## src/rtl/div_result_bcd.sv

```systemverilog
// div_result_bcd
//
// Sits behind the iterative divider. On the rising edge of `stop` it captures
// the quotient and remainder, converts both to packed BCD with a sequential
// double-dabble (one binary bit per clock, N clocks), then presents the pair
// on a valid/ready handshake.
//
// Optional feature: define DIV_RESULT_BCD_INBUF_EN to add a one-entry input
// buffer. A capture that arrives while busy is then held and converted straight
// after the current transfer, with no idle bubble. Without the macro, any
// capture while busy is dropped and flagged on `overrun`.
//
// Ports
//   clk        system clock, rising edge
//   reset_n    asynchronous active-low reset
//   quo, rem   divider quotient / remainder (N bits), valid while stop is high
//   stop       divider done; a pulse or a held level
//   out_ready  consumer accepts the result
//   out_valid  quo_bcd/rem_bcd hold a complete result
//   quo_bcd    quotient in BCD (4*DIGITS bits, digit 0 in [3:0])
//   rem_bcd    remainder in BCD, same packing
//   busy       conversion running or result waiting for transfer
//   overrun    sticky: a capture was lost (cleared only by reset)

module div_result_bcd #(
  parameter int N      = 4,
  parameter int DIGITS = (N + 2) / 3,
  parameter int C_BIT  = $clog2(N + 1)
) (
  input  logic                  clk,
  input  logic                  reset_n,
  input  logic [N-1:0]          quo,
  input  logic [N-1:0]          rem,
  input  logic                  stop,
  input  logic                  out_ready,
  output logic                  out_valid,
  output logic [4*DIGITS-1:0]   quo_bcd,
  output logic [4*DIGITS-1:0]   rem_bcd,
  output logic                  busy,
  output logic                  overrun
);

  localparam int BW = 4 * DIGITS;

  typedef enum logic [1:0] {
    IDLE  = 2'd0,
    SHIFT = 2'd1,
    HOLD  = 2'd2
  } state_t;

  state_t           state;
  state_t           state_nxt;
  logic             stop_d;
  logic [C_BIT-1:0] cnt;
  logic [N-1:0]     quo_sh;
  logic [N-1:0]     rem_sh;
  logic [BW-1:0]    quo_acc;
  logic [BW-1:0]    rem_acc;

  logic             cap_event;
  logic             load_new;
  logic             load_pend;
  logic             do_shift;
  logic             ovr_set;

`ifdef DIV_RESULT_BCD_INBUF_EN
  logic             pend_valid;
  logic [N-1:0]     pend_quo;
  logic [N-1:0]     pend_rem;
  logic             pend_store;
`endif

  // One double-dabble step on the BCD accumulator: correct every digit that
  // would overflow past 9 when doubled, then shift in the next binary bit.
  function automatic logic [BW-1:0] dabble_step(input logic [BW-1:0] acc,
                                                input logic          bin_msb);
    logic [BW-1:0] adj;
    adj = acc;
    for (int i = 0; i < DIGITS; i++) begin
      if (adj[4*i +: 4] >= 4'd5)
        adj[4*i +: 4] = adj[4*i +: 4] + 4'd3;
    end
    return (adj << 1) | BW'(bin_msb);
  endfunction

  // A held stop level yields a single event on its first cycle.
  assign cap_event = stop & ~stop_d;
  assign busy      = (state != IDLE);
  assign quo_bcd   = quo_acc;
  assign rem_bcd   = rem_acc;

  always_comb begin
    state_nxt = state;
    load_new  = 1'b0;
    load_pend = 1'b0;
    do_shift  = 1'b0;
    ovr_set   = 1'b0;
`ifdef DIV_RESULT_BCD_INBUF_EN
    pend_store = 1'b0;
`endif
    case (state)
      IDLE: begin
        if (cap_event) begin
          load_new  = 1'b1;
          state_nxt = SHIFT;
        end
      end
      SHIFT: begin
        do_shift = 1'b1;
        if (cnt == C_BIT'(1))
          state_nxt = HOLD;
      end
      HOLD: begin
        // out_valid is always high in HOLD, so out_ready alone completes it.
        if (out_ready) begin
          state_nxt = IDLE;
`ifdef DIV_RESULT_BCD_INBUF_EN
          if (pend_valid) begin
            load_pend = 1'b1;
            state_nxt = SHIFT;
          end
`endif
        end
      end
      default: state_nxt = IDLE;
    endcase

    // An event in the transfer cycle still counts as busy: it is never
    // folded into the result leaving this edge.
    if (cap_event && busy) begin
`ifdef DIV_RESULT_BCD_INBUF_EN
      // The buffer may be refilled on the same edge it drains.
      if (!pend_valid || load_pend)
        pend_store = 1'b1;
      else
        ovr_set = 1'b1;
`else
      ovr_set = 1'b1;
`endif
    end
  end

  always_ff @(posedge clk or negedge reset_n) begin
    if (!reset_n) begin
      state     <= IDLE;
      stop_d    <= 1'b0;
      cnt       <= '0;
      out_valid <= 1'b0;
      overrun   <= 1'b0;
      quo_acc   <= '0;
      rem_acc   <= '0;
`ifdef DIV_RESULT_BCD_INBUF_EN
      pend_valid <= 1'b0;
`endif
    end else begin
      state     <= state_nxt;
      stop_d    <= stop;
      out_valid <= (state_nxt == HOLD);
      overrun   <= overrun | ovr_set;
      if (load_new || load_pend) begin
        cnt     <= C_BIT'(N);
        quo_acc <= '0;
        rem_acc <= '0;
      end else if (do_shift) begin
        cnt     <= cnt - C_BIT'(1);
        quo_acc <= dabble_step(quo_acc, quo_sh[N-1]);
        rem_acc <= dabble_step(rem_acc, rem_sh[N-1]);
      end
`ifdef DIV_RESULT_BCD_INBUF_EN
      if (pend_store)
        pend_valid <= 1'b1;
      else if (load_pend)
        pend_valid <= 1'b0;
`endif
    end
  end

  // Binary shift registers and buffered operands carry no reset: they are
  // always loaded before being used.
  always_ff @(posedge clk) begin
    if (load_new) begin
      quo_sh <= quo;
      rem_sh <= rem;
`ifdef DIV_RESULT_BCD_INBUF_EN
    end else if (load_pend) begin
      quo_sh <= pend_quo;
      rem_sh <= pend_rem;
`endif
    end else if (do_shift) begin
      quo_sh <= quo_sh << 1;
      rem_sh <= rem_sh << 1;
    end
`ifdef DIV_RESULT_BCD_INBUF_EN
    if (pend_store) begin
      pend_quo <= quo;
      pend_rem <= rem;
    end
`endif
  end

endmodule

```

## config.mk

```make
export PLATFORM = sky130hd
export DESIGN_NAME = div_result_bcd
export DESIGN_NICKNAME = d
export VERILOG_FILES = /design/src/rtl/div_result_bcd.sv
export SDC_FILE = /design/constraint.sdc
export NUM_CORES = 1
export LEC_CHECK = 0
export CORE_ASPECT_RATIO = 1.4
export CORE_MARGIN = 3
export CORE_UTILIZATION = 51
export DETAILED_ROUTE_END_ITERATION = 10
export PLACE_DENSITY = 0.88
export SYNTH_ARGS = -nofsm -noshare
export SYNTH_HDL_FRONTEND = slang
export SYNTH_SLANG_ARGS = --single-unit
```

## constraint.sdc

```tcl
create_clock -name clk -period 5 [get_ports clk]
set_input_delay 0.75 -clock clk [delete_from_list [all_inputs] [get_ports clk]]
set_output_delay 0.75 -clock clk [all_outputs]
set_load 0.005 [all_outputs]
```

# [Word-level counts from Yosys, hierarchy flattened]
# Cells that the tools add are included.
[word_totals] n_memories=0 register_bits=32 input_bits=12 ramBits=0 latchBits=0 rom_bits=0 output_inout_bits=19 wordCells=61
[op_classes] n_eq_ne=4 n_bitwise=5 n_mul=0 n_addsub=5 n_reduce_logical=4 n_shift=0 n_lt_le_gt_ge=4 n_div=0 n_mux=30
[ops] operator="4-bit two-way mux" count=10
[ops] operator="8-bit two-way mux" count=4
[ops] operator="3-bit two-way mux" count=8
[ops] operator="4-bit by 3-bit >= comparator with 1-bit output (second input constant)" count=4
[ops] operator="8-bit by 1-bit OR with 8-bit output" count=2
[ops] operator="4-bit by 2-bit adder with 4-bit output (second input constant)" count=2
[ops] operator="3-bit by 2-bit adder with 3-bit output (second input constant)" count=2
[ops] operator="2-bit two-way mux" count=3
[ops] operator="2-bit one-hot mux with 3 select lines" count=1
[ops] operator="2-bit equality test (second input constant)" count=2
[ops] operator="1-bit two-way mux" count=4
[ops] operator="2-bit nonzero test" count=2
[ops] operator="3-bit by 1-bit equality test with 1-bit output (second input constant)" count=1
[ops] operator="3-bit by 1-bit subtractor with 3-bit output (second input constant)" count=1
[ops] operator="2-bit by 1-bit equality test with 1-bit output (second input constant)" count=1
[ops] operator="2-bit zero test" count=1
[ops] operator="1-bit AND" count=1
[ops] operator="1-bit logical AND" count=1
[ops] operator="1-bit NOT" count=1
[ops] operator="1-bit OR" count=1

# [Longest topological paths before layout]
# Gate-level depths: netlist of run 1.
[logic_depth] word_depth=8 ltp_mapped=5 ltp_nobuf=5

# [Least setup slack after synthesis of run 1]
# No wires, ideal clock.
[synth_path] kind="input to register" start="input port stop" end="register quo_sh[1], data pin" slack_ns=3.185 setup_time_ns=0.252 arrival_time_ns=1.562 path_buffers=2 t_required_ns=4.748 path_stages=5 cell_sequence="or4b_1 > buf_6 > buf_6 > nand2_1 > nand2_1"
[synth_between] elab_chain_cells=4
[synth_lines] element="start: declaration" line="34" rtl="input logic stop,"
[synth_lines] element="1-bit AND" line="87" rtl="assign cap_event = stop & ~stop_d;"
[synth_lines] element="1-bit two-way mux" line="103" rtl="if (cap_event) begin"
[synth_lines] element="1-bit two-way mux" line="101" rtl="case (state)"
[synth_lines] element="4-bit two-way mux" line="181" rtl="if (load_new) begin"
[synth_lines] element="end signal: assignment" line="182" rtl="quo_sh <= quo;"
[synth_lines] element="end signal: assignment" line="190" rtl="quo_sh <= quo_sh << 1;"
[synth_lines] element="end: declaration" line="55" rtl="logic [N-1:0] quo_sh;"
# No other way between the ends.
# A chain may end at the register's enable or synchronous reset.

# [Worst setup path in the final report of run 1]
[layout_path] start="input port stop" end="register rem_sh[3] (enable)"
[layout_between] elab_chain_cells=4
[layout_lines] element="1-bit AND" line="87"
[layout_lines] element="1-bit two-way mux" line="103"
[layout_lines] element="1-bit two-way mux" line="101"
[layout_lines] element="2-bit nonzero test (no line)"
[layout_lines] element="end signal: assignment" line="183" rtl="rem_sh <= rem;"
[layout_lines] element="end signal: assignment" line="191" rtl="rem_sh <= rem_sh << 1;"
[layout_lines] element="end: declaration" line="56" rtl="logic [N-1:0] rem_sh;"
# No other way between the ends.

==> out/results.tsv, run 1 <==
metric	value	unit
outcome	completed	
CTS root buffer	clkbuf_8	
layout cells sized above 1	8.122	%
final non-filler cell total	236	
total wire length	3577	um
CP Launch Type	primary input	
Worst setup EP type	flip-flop	
DP Wirelength	2583	um
Layout Skew	0.008713	ns
post-synthesis compound-gate area fraction	17.36	%
chip width	54.91	um
asr flop ratio synth	75.00	%
WL per Instance	15.16	um
P_leak	0.9113	nW
die area	4089	sq um
Post-Syn Nets	187	
largest net degree at the start of global routing	25	
depth of the most critical reg-to-reg path	2	
CTS Sinks	32	
worst-path cell chain	clkdlybuf4s50_1 > or4b_1 > nand2_4	
TritonCTS clock tree	built	
main combinational cell family by area after synthesis	compound AO/OA/AOI/OAI gates	
Unique masters post-synth	33	
setup bufs post-CTS	0	
Fmax achieved	411.6	MHz
grt ovf	0	
Synth Area in XOR/XNOR	1.026	%
Core ar.	3153	sq um
# IOs	31	
Post-Route Setup TNS	0	ns
hold_buf cts	0	
ant diodes	0	
ys flop type	dfrtp_1	
Remaining DRCs	0	
Total Routing Usage GR	20.11	%
Antenna Violating Nets Remaining	0	
Worst path slowest cell	or4b_1	
Power per Cell Area	622.6	nW/um^2
Cells after DPL	228	
RR Startpoint	state[1]	
initial antenna violation count	0	
DRT Pass-1 Iters	4	
gp weighted congestion	0.8246	
Yosys reg bits	32	
Initial Util	54.17	%
Worst IR Drop VDD	0.0003830	V
Post-Syn Area	1708	sq um
worst-path maximum fanout	19	
Core Util, Final	67.38	%
Period minus WS final	2.429	ns
Final Hold Fails	0	
average cell area after synthesis	10.35	sq um
register area share after synthesis	49.23	%
Vias/cell	5.703	
Port-buffer cells	30	
PnR worst setup slack	2.571	ns
r2r endpoint	rem_sh[3]	
Worst Tran Pin Value	1.088	ns
Pins Over Slew Limit	0	
1st-iter DRT viols	54	
crit path to	rem_sh[3]	
EDFF count, synth	8	
DP Worst Slack	2.264	ns
Hold Path Class	reg2reg	
clk buf depth	2	
Synth Instances	165	
post_cts resized	0	
number of global-route vias before repair	1316	
RSZ-0062 raised after global routing	false	
R2R setup slack	3.01	ns
Crit Path Class	in2reg	
synth warn	0	
TritonCTS buffer count	5	
max_slew headroom	27.22	%
Critical Path RT	4.97	ns
area growth from synthesis to layout	24.40	%
clock latency on the worst-skew pair	0.29	ns
Die Span Y	74.47	um
period utilization	48.59	%
Post-Synth Adder-Cell Area	7.326	%
vias	1346	
NumNets Final	218	
critical path startpoint	stop	
clk slew on worst S/H paths	0.06	ns
Synth Area in Simple Gates	15.75	%
first-pass GRT wire length	5789	um
multiplexer area fraction after synthesis	2.344	%
Final Setup Violations	0	
Cell Rows	24	
hold slack final	0.4576	ns
Largest stage delay, worst path	0.81	ns
CTS H-Tree Depth	2	
Arrival @ worst endpoint	2.40	ns
max cap viols	0	
==> flip-flops by register name, indices dropped and copies added, names as in the netlist <==
| name | count |
|---|---|
| rem_sh | 4 |
| quo_bcd | 8 |
| state | 2 |
| out_valid | 1 |
| overrun | 1 |
| rem_bcd | 8 |
| quo_sh | 4 |
| cnt | 3 |
| stop_d | 1 |
==> cell type report <==
class / instances / area [sq um]
Clock inverter: 2 / 35.03
Tap cell: 39 / 48.80
Clock buffer: 6 / 72.57
Inverter: 19 / 71.32
Fill cell: 251 / 1028
Sequential cell: 32 / 840.8
Multi-Input combinational cell: 107 / 748.2
Timing Repair Buffer: 31 / 307.8
==> Yosys cell counts (5+ instances only) <==
| master | number | area (sq um) |
|---|---|---|
| inv_1 | 19 | 71.32 |
| nand2_1 | 28 | 105.1 |
| nor2_1 | 5 | 18.77 |
| nor2b_1 | 6 | 37.54 |
| ha_1 | 10 | 125.1 |
| dfrtp_1 | 24 | 600.6 |
| buf_2 | 5 | 25.02 |
| o2111ai_1 | 8 | 70.07 |
| edfxtp_1 | 8 | 240.2 |
==> metrics by stage <==
stage / power (mW) / instance area [sq um]
2_1_floorplan: 0.8700 / 1708
3_3_place_gp: 1.039 / 2017
3_5_place_dp: 1.085 / 2017
4_1_cts: 1.332 / 2125
5_1_grt: 1.422 / 2125
6_report: 1.323 / 2125
==> cells by family (layout without fill, tap and decap cells) <==
| logic type | after synthesis | count (layout) |
|---|---|---|
| flops | 32 | 32 |
| compound gates | 38 | 38 |
| fa+ha+maj | 10 | 10 |
| xor+xnor | 2 | 2 |
| mux | 4 | 4 |
| simple gates | 53 | 53 |
| buf+inv | 26 | 58 |
==> how the worst min path moves through the flow <==
stage	startpoint	end	slack, ns	cells past startpoint
6_report	rem_sh[3]	rem_bcd[0]	0.46	2
2_1_floorplan	quo_sh[3]	quo_bcd[0]	0.42	2
3_3_place_gp	quo_sh[3]	quo_bcd[0]	0.44	2
5_1_grt	overrun	overrun	0.48	1
4_1_cts	rem_sh[3]	rem_bcd[0]	0.46	2
3_5_place_dp	rem_sh[3]	rem_bcd[0]	0.45	2
==> layout by cell type (no fill, tap or decap), drive strengths merged, types with 4 or more instances in the layout <==
cell / count
edfxtp: 8
o22ai: 4
o2111ai: 8
ha: 10
nor2: 5
nor2b: 6
o21a: 4
clkbuf: 6
nand3: 6
o221ai: 4
inv: 19
clkdlybuf4s50: 30
dfrtp: 24
nand2: 29
mux2i: 4
o311ai: 4
o21ai: 6
==> worst max-delay path: cells and delay by family <==
kind | cells | cell delay, ns
simple gates | 2 | 1.13
buf+inv | 1 | 0.51
==> report_power, final <==
part	total, mW	switching (mW)	leakage (nW)	internal [mW]
Clock	0.246	0.0982	0.0552	0.148
Sequential	0.471	0.0801	0.384	0.391
Combinational	0.606	0.327	0.472	0.278
Total	1.32	0.506	0.911	0.817
==> metal layers <==
metal	part of all wire (%)	up-vias	track usage [%]
li1	-	651	-
met1	37	647	21.70
met5	0	-	0
met3	5.1	12	5.611
met4	2.9	0	10.81
met2	54	36	34.47
Note: power is estimated with default switching activity, not from simulation.
==> inputs of run 2 (changes only) <==
==> constraint.sdc (replaced) <==
create_clock -name clk -period 2.35 [get_ports clk]
set_input_delay 0.3525 -clock clk [delete_from_list [all_inputs] [get_ports clk]]
set_output_delay 0.3525 -clock clk [all_outputs]
set_load 0.005 [all_outputs]
==> run 2 against run 1 <==
  * Register-to-register slack worse by 2.5 ns
  * Critical endpoint is now quo_sh[1]
  * Largest power group unchanged
  * Largest cell class unchanged
  * Utilization up 0.91 points
  * Highest routed layer unchanged
  * Clock-buffer cell count down 1
  * Wire length up 0.87%
==> out/results.tsv, run 2 (same netlist as run 1, synthesis figures left out) <==
metric	value	unit
Hold Path Class	in2async	
total wire length	3608	um
most frequent cells in the layout	30 x clkdlybuf4s50_1, 28 x nand2_1, 24 x dfrtp_1, 19 x inv_1, 10 x ha_1	
outcome	completed	
Core ar.	3153	sq um
Arrival @ worst endpoint	1.92	ns
Pins Over Slew Limit	0	
Power per Cell Area	1319	nW/um^2
Post-Route Setup TNS	0	ns
Critical Path RT	2.39	ns
CP Launch Type	primary input	
CTS root buffer	clkbuf_8	
WL per Instance	15.03	um
Fmax achieved	534.5	MHz
post_cts resized	0	
gp weighted congestion	0.8194	
Cell Rows	24	
Die Span Y	74.47	um
TritonCTS clock tree	built	
CTS Sinks	32	
largest net degree at the start of global routing	25	
Total Routing Usage GR	20.47	%
most common cell after layout, fill and taps aside	clkdlybuf4s50_1	
max_slew headroom	74.64	%
area growth from synthesis to layout	26.08	%
TritonCTS buffer count	5	
ant diodes	0	
chip width	54.91	um
vias	1378	
Core Util, Final	68.29	%
Initial Util	54.17	%
period utilization	79.61	%
initial antenna violation count	0	
clk slew on worst S/H paths	0.07	ns
NumNets Final	222	
# IOs	31	
die area	4089	sq um
DP Wirelength	2620	um
clk buf depth	2	
Vias/cell	5.742	
number of global-route vias before repair	1444	
Period minus WS final	1.871	ns
P_leak	0.9285	nW
Port-buffer cells	30	
Worst IR Drop VDD	0.0007956	V
Remaining DRCs	0	
worst-path maximum fanout	10	
clock latency on the worst-skew pair	0.29	ns
setup bufs post-CTS	0	
Final Setup Violations	0	
CTS H-Tree Depth	2	
RSZ-0062 raised after global routing	false	
Crit Path Class	in2reg	
Worst setup EP type	flip-flop	
first-pass GRT wire length	6003	um
Layout Skew	0.004182	ns
Final Hold Fails	0	
Worst Tran Pin Value	0.3805	ns
Antenna Violating Nets Remaining	0	
grt ovf	0	
1st-iter DRT viols	29	
layout cells sized above 1	9.453	%
hold_buf cts	0	
DRT Pass-1 Iters	4	
max cap viols	0	
[run 2: cell count changes in the layout (fill, tap and decap cells not counted), sizes merged]
cell / delta
clkinv: +1
buf: +4
clkbuf: -1
[run 2: worst paths after layout]
check | from | end | slack, ns | cells past startpoint
hold / removal | reset_n | rem_bcd[1] | 0.43 | 2
min in group clk | quo_sh[3] | quo_bcd[0] | 0.46 | 2
max in group asynchronous | reset_n | quo_bcd[1] | 1.68 | 2
hold reg to reg | quo_sh[3] | quo_bcd[0] | 0.46 | 2
setup / recovery | stop | quo_sh[1] | 0.48 | 5
setup reg to reg | state[1] | quo_sh[1] | 0.51 | 4
[run 2: report_power, final]
part / total, mW / switching, mW / internal, mW / leakage (nW)
logic: 1.33 / 0.716 / 0.613 / 0.491
clock network: 0.512 / 0.204 / 0.308 / 0.0532
registers: 0.999 / 0.167 / 0.831 / 0.384
[run 2: layout make-up]
class                      instances  area [sq um]
fill                             246         999.7
sequential                        32         840.8
multi-input combinational        107         748.2
timing repair buffer              35         337.8
inverter                          19         71.32
clock buffer                       5         68.82
tap                               39         48.80
clock inverter                     3         37.54
[run 2: per-layer routing]
metal  track usage, %  wire (um)
met3            6.413        180
met2            35.79       1989
met4            10.81         76
met1            21.02       1362
met5                0          0
[run 2: through the flow]
step	std cells	cell area (sq um)	power [mW]	hold slack [ns]	worst slack [ns]
detailed placement	232	2047	2.331	0.4548	0.1692
global route	240	2153	3.057	0.4547	0.3846
CTS	240	2153	2.862	0.4371	0.4768
finish	240	2153	2.840	0.4278	0.4791
floorplan	165	1708	1.851	0.05691	0.7767
global placement	232	2047	2.236	0.4329	0.2251
[run 2: worst max-delay path, cell delays in order]
cell,delay [ns]
clkdlybuf4s50_1,0.50
or4b_1,0.66
buf_4,0.27
nand2_1,0.08
nand2_1,0.06
==> inputs of run 3 (changes only) <==
--- a/config.mk
+++ b/config.mk
@@ -7,9 +7,9 @@
 export LEC_CHECK = 0
 export CORE_ASPECT_RATIO = 1.4
 export CORE_MARGIN = 3
-export CORE_UTILIZATION = 51
+export CORE_UTILIZATION = 47
 export DETAILED_ROUTE_END_ITERATION = 10
-export PLACE_DENSITY = 0.88
+export PLACE_DENSITY = 0.86
 export SYNTH_ARGS = -nofsm -noshare
 export SYNTH_HDL_FRONTEND = slang
 export SYNTH_SLANG_ARGS = --single-unit
==> constraint.sdc (replaced) <==
create_clock -name clk -period 1.6 [get_ports clk]
set_input_delay 0.24 -clock clk [delete_from_list [all_inputs] [get_ports clk]]
set_output_delay 0.24 -clock clk [all_outputs]
set_load 0.005 [all_outputs]
==> run 3 against run 2 <==
  * First-iteration DRC count shrank 10%
  * Register-to-register slack lost 0.42 ns
  * Combinational power grew 55%
  * Sequential share of layout area shrank 0.82 points
  * Die area grew 7.7%
  * Clock-buffer cell count grew 2
  * Power grew 44%
  * Largest power group unchanged
  * Largest cell class unchanged
  * Critical path depth shrank 1
  * Clock power grew 15%
  * Clock skew grew 0.00069 ns
==> out/results.tsv, run 3 (same netlist as run 1, synthesis figures left out) <==
metric	value	unit
NumNets Final	230	
Final Hold Fails	0	
outcome	completed	
Largest stage delay, worst path	0.57	ns
P_leak	0.9611	nW
Gate power share	50.6	%
TritonCTS buffer count	5	
Worst IR Drop VDD	0.001270	V
Total Routing Usage GR	17.48	%
largest net degree at the start of global routing	25	
clk buf depth	2	
ant diodes	0	
Final Setup Violations	0	
1st-iter DRT viols	26	
area growth from synthesis to layout	28.79	%
max cap viols	0	
WL per Instance	13.22	um
Sw Ratio	37.92	%
CP most frequent cell	nand2_1	
initial antenna violation count	0	
Antenna Violating Nets Remaining	0	
clk slew on worst S/H paths	0.06	ns
number of global-route vias before repair	1366	
Arrival @ worst endpoint	1.55	ns
period utilization	94.10	%
worst-path maximum fanout	10	
clock network fraction of design power	14.4	%
Hold Path Class	in2async	
Final Cell Area	2200	sq um
total power	4.083	mW
clock latency on the worst-skew pair	0.29	ns
CTS Sinks	32	
Worst setup EP type	flip-flop	
most common cell after layout, fill and taps aside	clkdlybuf4s50_1	
Port-buffer cells	30	
die area	4403	sq um
gp weighted congestion	0.7629	
depth of the most critical reg-to-reg path	4	
CTS H-Tree Depth	2	
Pins Over Slew Limit	0	
Core Util, Final	63.93	%
Internal	2.535	mW
Critical Path RT	1.65	ns
Remaining DRCs	0	
# IOs	31	
Vias/cell	5.478	
Die Span Y	77.33	um
Worst path slowest cell	or4b_4	
chip width	56.95	um
RSZ-0062 raised after global routing	false	
grt ovf	0	
final non-filler cell total	249	
DRT Pass-1 Iters	4	
DP Wirelength	2387	um
RR Startpoint	state[1]	
Cell Rows	25	
worst-path cell chain	or4b_4 > buf_4 > nand2_1 > nand2_1	
CP Launch Type	flip-flop	
Switching Power	1.548	mW
TritonCTS clock tree	built	
first-pass GRT wire length	5982	um
Fmax achieved	664.2	MHz
max_slew headroom	79.61	%
vias	1364	
Core ar.	3441	sq um
CTS root buffer	clkbuf_8	
Flop pwr share	35.0	%
Placed Area	2113	sq um
Power per Cell Area	1856	nW/um^2
Initial Util	49.64	%
total wire length	3292	um
Worst Tran Pin Value	0.3058	ns
Layout Skew	0.004877	ns
Period minus WS final	1.506	ns
Crit Path Class	reg2reg	
R2R setup slack	0.09	ns
layout cells sized above 1	13.40	%
r2r endpoint	quo_sh[3]	
most frequent cells in the layout	29 x clkdlybuf4s50_1, 28 x nand2_1, 24 x dfrtp_1, 19 x inv_1, 12 x buf_4	
Cells after DPL	240	
==> run 3: cell count changes in the layout (fill, tap and decap cells not counted), sizes merged <==
cell and change:
buf +8, clkbuf +3, bufinv -1, clkdlybuf4s50 -1, clkinv -1
==> run 3: repair_timing <==
item / 4_1_cts / 5_1_grt
setup endpoints to repair: 1 / 12
resized for setup: 2 / 3
pin swaps: 0 / 0
setup buffers: 0 / 1
hold buffers: 0 / 0
hold endpoints to repair: 0 / 0
==> run 3: layout make-up <==
class | count | area, sq um
tap | 40 | 50.05
sequential | 32 | 840.8
clock inverter | 1 | 3.754
clock buffer | 7 | 76.32
fill | 296 | 1241
multi-input combinational | 107 | 752.0
inverter | 19 | 71.32
timing repair buffer | 43 | 405.4
==> run 3: metal layers <==
metal | routed length [um] | up-vias | global-route usage, %
met5 | 0 | - | 0
met3 | 136 | 9 | 3.535
met1 | 1364 | 646 | 20.75
met2 | 1689 | 36 | 28.38
met4 | 100 | 0 | 10.67
li1 | - | 673 | -
==> run 3: worst max-delay path: cells and delay by family, from the launching register on <==
family	cells	cell delay [ns]
and+or+nand+nor	3	0.69
DFF	1	0.38
buffers and inverters	1	0.20
==> run 3: worst max path at each step <==
stage / to / from / slack, ns
after floorplan: quo_sh[1] / state[1] / 0.03
after global placement: quo_sh[3] / stop / -0.22
after detailed placement: quo_sh[2] / stop / -0.24
after CTS: busy / state[1] / 0.02
after global routing: quo_bcd[2] / quo_bcd[0] / 0.0002
final: quo_sh[3] / state[1] / 0.09
==> run 3: stage by stage <==
stage	hold slack [ns]	setup TNS (ns)	setup WS [ns]
final	0.3159	0	0.09446
after global routing	0.3381	0	0.0001866
after CTS	0.3230	0	0.01703
after detailed placement	0.4467	-5.319	-0.2389
after global placement	0.4355	-4.954	-0.2192
after floorplan	-0.05559	0	0.02665
==> run 3: power groups by stage <==
stage	clock network, mW	registers (mW)	logic, mW
finish	0.587	1.43	2.06
global route	0.646	1.49	2.32
CTS	0.609	1.44	2.07
detailed placement	0	1.45	2.07
global placement	0	1.44	1.99
floorplan	0	1.44	1.28
